### src/rtl/xdcr_out_gate.sv
// Output gate between the PWM generator and the transducer pins: staggered
// group ramp-up/down, glitch-free per-channel gating, and a hard fault cut-off.
//
// state     | meaning
// S_IDLE    | all gates closed, waiting for ENABLE
// S_RAMP_UP | opening one group every STEP_TICKS cycles, lowest group first
// S_ON      | all groups open
// S_RAMP_DOWN | closing one group every STEP_TICKS cycles, highest group first
// S_FAULT   | hard cut; leaves only once FORCE_OFF and ENABLE are both low
module xdcr_out_gate #(
    parameter int TRANS_NUM  = 249,
    parameter int GROUP_SIZE = 16,
    parameter int STEP_TICKS = 2048
) (
    input  logic                 CLK,
    input  logic                 RESET_N,
    input  logic                 ENABLE,
    input  logic                 FORCE_OFF,
    input  logic [TRANS_NUM-1:0] PWM_IN,
    output logic [TRANS_NUM-1:0] PWM_OUT,
    output logic                 ACTIVE,
    output logic                 BUSY,
    output logic                 FAULT
);

    localparam int NUM_GROUPS = (TRANS_NUM + GROUP_SIZE - 1) / GROUP_SIZE;
    localparam int GW         = $clog2(NUM_GROUPS + 1);
    localparam int TW         = (STEP_TICKS > 1) ? $clog2(STEP_TICKS) : 1;
    localparam logic [GW-1:0] GRP_MAX   = GW'(NUM_GROUPS);
    localparam logic [GW-1:0] GRP_ONE   = GW'(1);
    localparam logic [TW-1:0] TICK_LAST = TW'(STEP_TICKS - 1);

    typedef enum logic [2:0] {
        S_IDLE,
        S_RAMP_UP,
        S_ON,
        S_RAMP_DOWN,
        S_FAULT
    } state_t;

    state_t               state_q, state_d;
    logic [GW-1:0]        grp_cnt, grp_d;
    logic [TW-1:0]        tick, tick_d;
    logic [TRANS_NUM-1:0] gate;
    logic [TRANS_NUM-1:0] target;

    always_comb begin
        state_d = state_q;
        grp_d   = grp_cnt;
        tick_d  = tick;
        if (FORCE_OFF) begin
            state_d = S_FAULT;
            grp_d   = '0;
            tick_d  = '0;
        end else begin
            case (state_q)
                S_IDLE: begin
                    if (ENABLE) begin
                        state_d = S_RAMP_UP;
                        grp_d   = GRP_ONE;
                        tick_d  = '0;
                    end
                end
                S_RAMP_UP: begin
                    if (!ENABLE) begin
                        state_d = S_RAMP_DOWN;
                        tick_d  = '0;
                    end else if (tick == TICK_LAST) begin
                        tick_d = '0;
                        if (grp_cnt == GRP_MAX) state_d = S_ON;
                        else                    grp_d   = grp_cnt + 1'b1;
                    end else begin
                        tick_d = tick + 1'b1;
                    end
                end
                S_ON: begin
                    if (!ENABLE) begin
                        state_d = S_RAMP_DOWN;
                        tick_d  = '0;
                    end
                end
                S_RAMP_DOWN: begin
                    if (ENABLE) begin
                        state_d = S_RAMP_UP;
                        tick_d  = '0;
                    end else if (tick == TICK_LAST) begin
                        tick_d = '0;
                        grp_d  = grp_cnt - 1'b1;
                        if (grp_cnt == GRP_ONE) state_d = S_IDLE;
                    end else begin
                        tick_d = tick + 1'b1;
                    end
                end
                S_FAULT: begin
                    if (!ENABLE) state_d = S_IDLE;
                end
                default: state_d = S_IDLE;
            endcase
        end
    end

    always_ff @(posedge CLK or negedge RESET_N) begin
        if (!RESET_N) begin
            state_q <= S_IDLE;
            grp_cnt <= '0;
            tick    <= '0;
            ACTIVE  <= 1'b0;
            BUSY    <= 1'b0;
            FAULT   <= 1'b0;
        end else begin
            state_q <= state_d;
            grp_cnt <= grp_d;
            tick    <= tick_d;
            ACTIVE  <= (state_d == S_ON);
            BUSY    <= (state_d == S_RAMP_UP) || (state_d == S_RAMP_DOWN);
            FAULT   <= (state_d == S_FAULT);
        end
    end

    for (genvar i = 0; i < TRANS_NUM; i++) begin : g_ch
        localparam logic [GW-1:0] GRP_IDX = GW'(i / GROUP_SIZE);
        assign target[i] = (GRP_IDX < grp_cnt);
    end

    // A gate may only move while its input is low, so pulses are never cut or started late.
    always_ff @(posedge CLK or negedge RESET_N) begin
        if (!RESET_N) begin
            gate    <= '0;
            PWM_OUT <= '0;
        end else if (FORCE_OFF) begin
            gate    <= '0;
            PWM_OUT <= '0;
        end else begin
            gate    <= (gate & PWM_IN) | (target & ~PWM_IN);
            PWM_OUT <= PWM_IN & gate;
        end
    end

endmodule

### config.mk
export PLATFORM = sky130hd
export DESIGN_NAME = xdcr_out_gate
export DESIGN_NICKNAME = d
export VERILOG_FILES = /design/src/rtl/xdcr_out_gate.sv
export SDC_FILE = /design/constraint.sdc
export NUM_CORES = 1
export LEC_CHECK = 0
export BUFFER_PORTS_ARGS = -buffer_cell sky130_fd_sc_hd__buf_4
export CAP_MARGIN = 20
export CELL_PAD_IN_SITES_DETAIL_PLACEMENT = 0
export CELL_PAD_IN_SITES_GLOBAL_PLACEMENT = 2
export CORE_MARGIN = 4
export CORE_UTILIZATION = 34
export DETAILED_ROUTE_END_ITERATION = 6
export PLACE_DENSITY_LB_ADDON = 0.1
export SYNTH_ARGS = -nofsm -noshare
export SYNTH_HDL_FRONTEND = slang
export SYNTH_SLANG_ARGS = --single-unit
### constraint.sdc
create_clock -name CLK -period 4.4 [get_ports CLK]
set_clock_uncertainty 0.1 [all_clocks]
set_input_delay 1.32 -clock CLK [delete_from_list [all_inputs] [get_ports CLK]]
set_output_delay 1.32 -clock CLK [all_outputs]
set_load 0.1 [all_outputs]
---- After elaboration in Yosys (flattened, before gate mapping) ----
Index checks and enable logic that the tools add are counted.
word-level totals
  output and inout bits ................... 252
  flip-flop bits (word level) ............. 520
  word-level logic and storage cells ...... 83
  bits of input ports ..................... 253
operators by class
  $add $sub $neg .......................... 3
  order comparisons ....................... 16
  bitwise operators ....................... 4
  reductions and logical operators ........ 6
  multiplexer cells ....................... 28
  eq/ne operators ......................... 18
operator list
  kind                   count
  $and 249x249->249      2
  $mux 249               2
  $not 249->249          1
  $or 249x249->249       1
  $mux 11                6
  $pmux 11 s4            1
  $lt 4x5->1 const A     8
  $mux 5                 7
  $mux 3                 10
  $ne 3x3->1 const B     7
  $lt 3x5->1 const A     4
  $pmux 3 s5             1
  $pmux 5 s3             1
  $eq 3x2->1 const B     4
  $add 11x1->11 const B  1
  $eq 11x11->1 const B   1
  $lt 1x5->1 const A     2
  $lt 2x5->1 const A     2
  $reduce_and 7->1       1
  $eq 3x1->1 const B     2
  $eq 3x3->1 const B     2
  $add 5x1->5 const B    1
  $eq 5x1->1 const B     1
  $eq 5x5->1 const B     1
  other kinds (6)        6

---- Depth between registers and ports, before layout ----
  word-level depth ........................ 8
  gate-level depth with buffers ........... 8
  mapped depth without buffers ............ 7

---- Worst setup path before layout ----
No wires, ideal clock.
  path kind ............................... input to register
  from .................................... input FORCE_OFF
  to ...................................... register tick[3]
  arrival ................................. 2.548 ns
  required time ........................... 4.228 ns
  library setup time ...................... 0.072 ns
  buffers on the path ..................... 1
  stages .................................. 6
  path slack .............................. 1.680 ns
  path through ............................ clkbuf_1 or3b_4 or2_2 nor2_4 nor2_1 nor2_1
between the ends
  cells in the longest elaborated chain, start to end .. 2
  elaborated cells on any way between the ends .. 5
  those cells by class .................... 2 x eq/ne; 1 x mux; 2 x reduce/logical
RTL lines
  what                                                              RTL line  text
  start, declared                                                   18        input logic FORCE_OFF,
  $ne 3x3->1 (no line) / $reduce_bool 5->1 (equally long branches)  n/a
  $reduce_and 3->1 (no line)                                        n/a
  end signal, assigned                                              113       tick <= tick_d;
  end, declared                                                     43        logic [TW-1:0] tick, tick_d;
Several ways; a longest one is shown, not always the timed one.
A chain may end at the register's enable or synchronous reset.

---- Worst setup path in the final report ----
  from .................................... register PWM_OUT[39]
  to ...................................... output PWM_OUT[39]
RTL lines
  what                    RTL line  text
  start, declared         20        output logic [TRANS_NUM-1:0] PWM_OUT,
  start signal, assigned  135       PWM_OUT <= PWM_IN & gate;
No word-level cell between the ends.

==> metrics.md <==
| Metric | Value |
|---|---|
| Status | `finished, final reports clean` |
| Die height | `236.8 um` |
| Fraction of layout cells with a size suffix above 1 | `0.3089` |
| Synth Register Bits | `520` |
| # IOs | `505` |
| Worst Tran Pin Value | `1200 ps` |
| Largest net degree at the start of global routing | `224` |
| Power Density | `410.4 nW/um2` |
| Slew HR | `0.1997` |
| Arrival @ worst endpoint | `1310 ps` |
| Post-synth EDFFs | `0` |
| Setup_tns | `0 ps` |
| Hold Crit Class | `reg2reg` |
| Length of the first detailed-routing pass in iterations | `5` |
| Crit path largest cell delay | `400 ps` |
| Crit Path Max Fanout | `1` |
| CTS tree | `done` |
| Port Buffer Count | `504` |
| Deepest clock path buffer count | `3` |
| Area Growth Syn to Fin | `36.37%` |
| Syn Area/Cell | `11.78 um2` |
| Fmax | `0.3665 GHz` |
| Main combinational cell family by area after synthesis | `simple AND/OR/NAND/NOR gates` |
| Clock sink count | `520` |
| Critical Path Sink Type | `output pin` |
| Ys Warns | `0` |
| FP Rows | `83` |
| ANT nets after route | `0` |
| Share of the synthesized area in the top cell type | `0.7311` |
| CP bufs+invs | `1` |
| Synth Area in Compound Gates | `0.1056` |
| Worst endpoint required time | `2980 ps` |
| Critical Path Start | `PWM_OUT[39]` |
| Vias in the first global route | `13.16k` |
| Core ar. | `51610 um2` |
| Clk root buf | `clkbuf_16` |
| Tot GR Track Use | `0.1799` |
| Fin. Hold Viols | `0` |
| Setup repair bufs after CTS | `0` |
| RR Startpoint | `grp_cnt[1]` |
| Leak Pwr | `12.24 nW` |
| Final period utilization | `0.6200` |
| XOR/XNOR Fraction of Synth Area | `0.004429` |
| Peak supply drop | `0.2582 mV` |
| Mapped Cells | `1511` |
| Reg2Reg Setup Slack | `1990 ps` |
| Die width | `236.8 um` |
| Mapped cell area | `17800 um2` |
| Global-route wire length before repair | `79120 um` |
| Nets@finish | `2272` |
| Seq/Total Area, Yosys | `0.7311` |
| Antenna violations before repair | `6` |
| CP max stage cell | `dfrtp_1` |
| # H-tree levels | `2` |
| Worst skew pair latency | `590 ps` |
| Gr ovfl total | `0` |
| Initial core utilization | `0.3448` |
| GPL Wtd Cong | `0.7603` |
| HP Start | `gate[247]` |
| Die footprint | `56070 um2` |
| Final core utilization | `0.4702` |
| Synth Area in Simple Gates | `0.1330` |
| Critical Path Source Type | `flop` |
| Fill count | `4888` |
| Post-cts resize count | `0` |
| Maxcap violations | `0` |
| RSZ-0062 raised after global routing | `false` |
| Tmin final | `2728 ps` |
| Ys flop type | `dfrtp_1` |
| Worst setup path class | `reg2out` |
| Cell taking the most area after synthesis | `dfrtp_1` |
| Library cells used by synthesis | `53` |
| Max Slew Vio Count | `0` |
| Place WS | `1396 ps` |
| Final std cells w/o fill | `2744` |
| Dpl cells | `2637` |
| Via count | `12.93k` |
| Post-synthesis net count | `1769` |
| Detailed-placement wirelength estimate | `36190 um` |
| Synth top area cells | `dfrtp_1 (73%), o22ai_1 (8.4%), nand2_1 (5.7%)` |
| Drt via density | `4.712` |
| Worst-path cell chain | `buf_4` |
| Multiplexer share of the synthesized area | `0.0006327` |
| Worst setup margin | `1672 ps` |
| Post-Route WL | `51370 um` |
| Asr flop ratio synth | `1.000` |
| CTS buffer count | `55` |
| Clk slew on worst S/H paths | `60 ps` |
| Final setup fails | `0` |
| Routed WL per cell | `18.72 um` |
| Initial DRC Count | `790` |
| Hold Buf Count CTS | `0` |
| Synth Area in Adders | `0.003515` |
| DRC | `0` |
| Crit path max-delay family | `flip-flops` |
==> area by class of cell <==
type / count / area [um2] / area share
flip-flops and latches: 520 / 13010 / 0.5361
multi-input cells: 899 / 4399 / 0.1813
diodes: 5 / 12.51 / 0.0005155
repair buffers: 533 / 4120 / 0.1698
well taps: 680 / 850.8 / 0.03506
clock buffers: 88 / 1692 / 0.06970
clock inverters: 14 / 165.2 / 0.006805
inverters: 5 / 18.77 / 0.0007733
==> per-layer routing <==
layer	wire length, um	GRT usage	vias to the layer above
met1	20940	0.2309	6270
met5	27	0	-
met4	1126	0.05485	4
met3	4466	0.05998	72
li1	-	-	6225
met2	24800	0.2913	358
==> cell usage in the layout (no fill, tap or decap), drive strengths merged, types with 2 or more instances in the layout <==
master / Yosys / routed
o22ai: 240 / 240
nand3: 6 / 6
o22a: 2 / 2
and2: 2 / 2
and4: 4 / 4
nor2: 270 / 270
nor3: 4 / 4
o21ai: 15 / 15
xor2: 5 / 5
a21oi: 17 / 17
bufinv: 0 / 3
clkbuf: 53 / 88
nand2b: 12 / 12
clkinvlp: 0 / 2
nand2: 270 / 270
o311ai: 3 / 3
clkinv: 0 / 8
or2: 4 / 4
dfrtp: 520 / 520
nor2b: 5 / 5
xnor2: 4 / 4
diode: 0 / 5
o2111ai: 2 / 2
o31ai: 3 / 3
inv: 5 / 6
and3: 2 / 2
o21a: 2 / 2
ha: 5 / 5
buf: 34 / 533
nand4: 5 / 5
==> Yosys cell counts, drive strengths merged (3+ instances only) <==
cell and count:
nand3 6, or2 4, inv 5, nor2 270
nor2b 5, nand2 270, o311ai 3, nor3 4
o31ai 3, clkbuf 53, and4 4, buf 34
o22ai 240, nand2b 12, dfrtp 520, xnor2 4
a21oi 17, xor2 5, ha 5, nand4 5
o21ai 15
==> power breakdown <==
part	leakage (nW)	internal [mW]	total, mW	switching [mW]
combinational	4.08	0.195	0.492	0.297
sequential	7.25	4.80	4.81	0.0116
clock	0.912	2.80	4.66	1.86
==> stage by stage <==
stage / power [mW] / hold WS (ps) / area [um2]
after floorplan: 5.036 / 361.4 / 17800
after global placement: 5.395 / 369.3 / 22390
after detailed placement: 5.402 / 377.5 / 22400
after CTS: 10.16 / 374.5 / 24260
after global routing: 10.40 / 403.0 / 24270
final: 9.961 / 378.5 / 24270
==> logic make-up after synthesis <==
logic type / count (synthesis)
multiplexers: 1
buffers and inverters: 92
AO/OA/AOI/OAI: 296
XOR/XNOR: 9
adder cells (fa/ha/maj): 5
flip-flops: 520
AND/OR/NAND/NOR: 588
==> final timing paths <==
kind,end,cells past startpoint
max,PWM_OUT[39],1
min,PWM_OUT[247],2
max reg2reg,grp_cnt[2],7
min reg2reg,PWM_OUT[247],2
max in group asynchronous,PWM_OUT[73],3
min in group asynchronous,PWM_OUT[154],1
==> sequential cells by signal, indices dropped and copies added (netlist names) <==
name and cells:
BUSY 1, state_q 3, gate 249, ACTIVE 1, grp_cnt 5, PWM_OUT 249
FAULT 1, tick 11
Power figures use the tool's default switching activity.
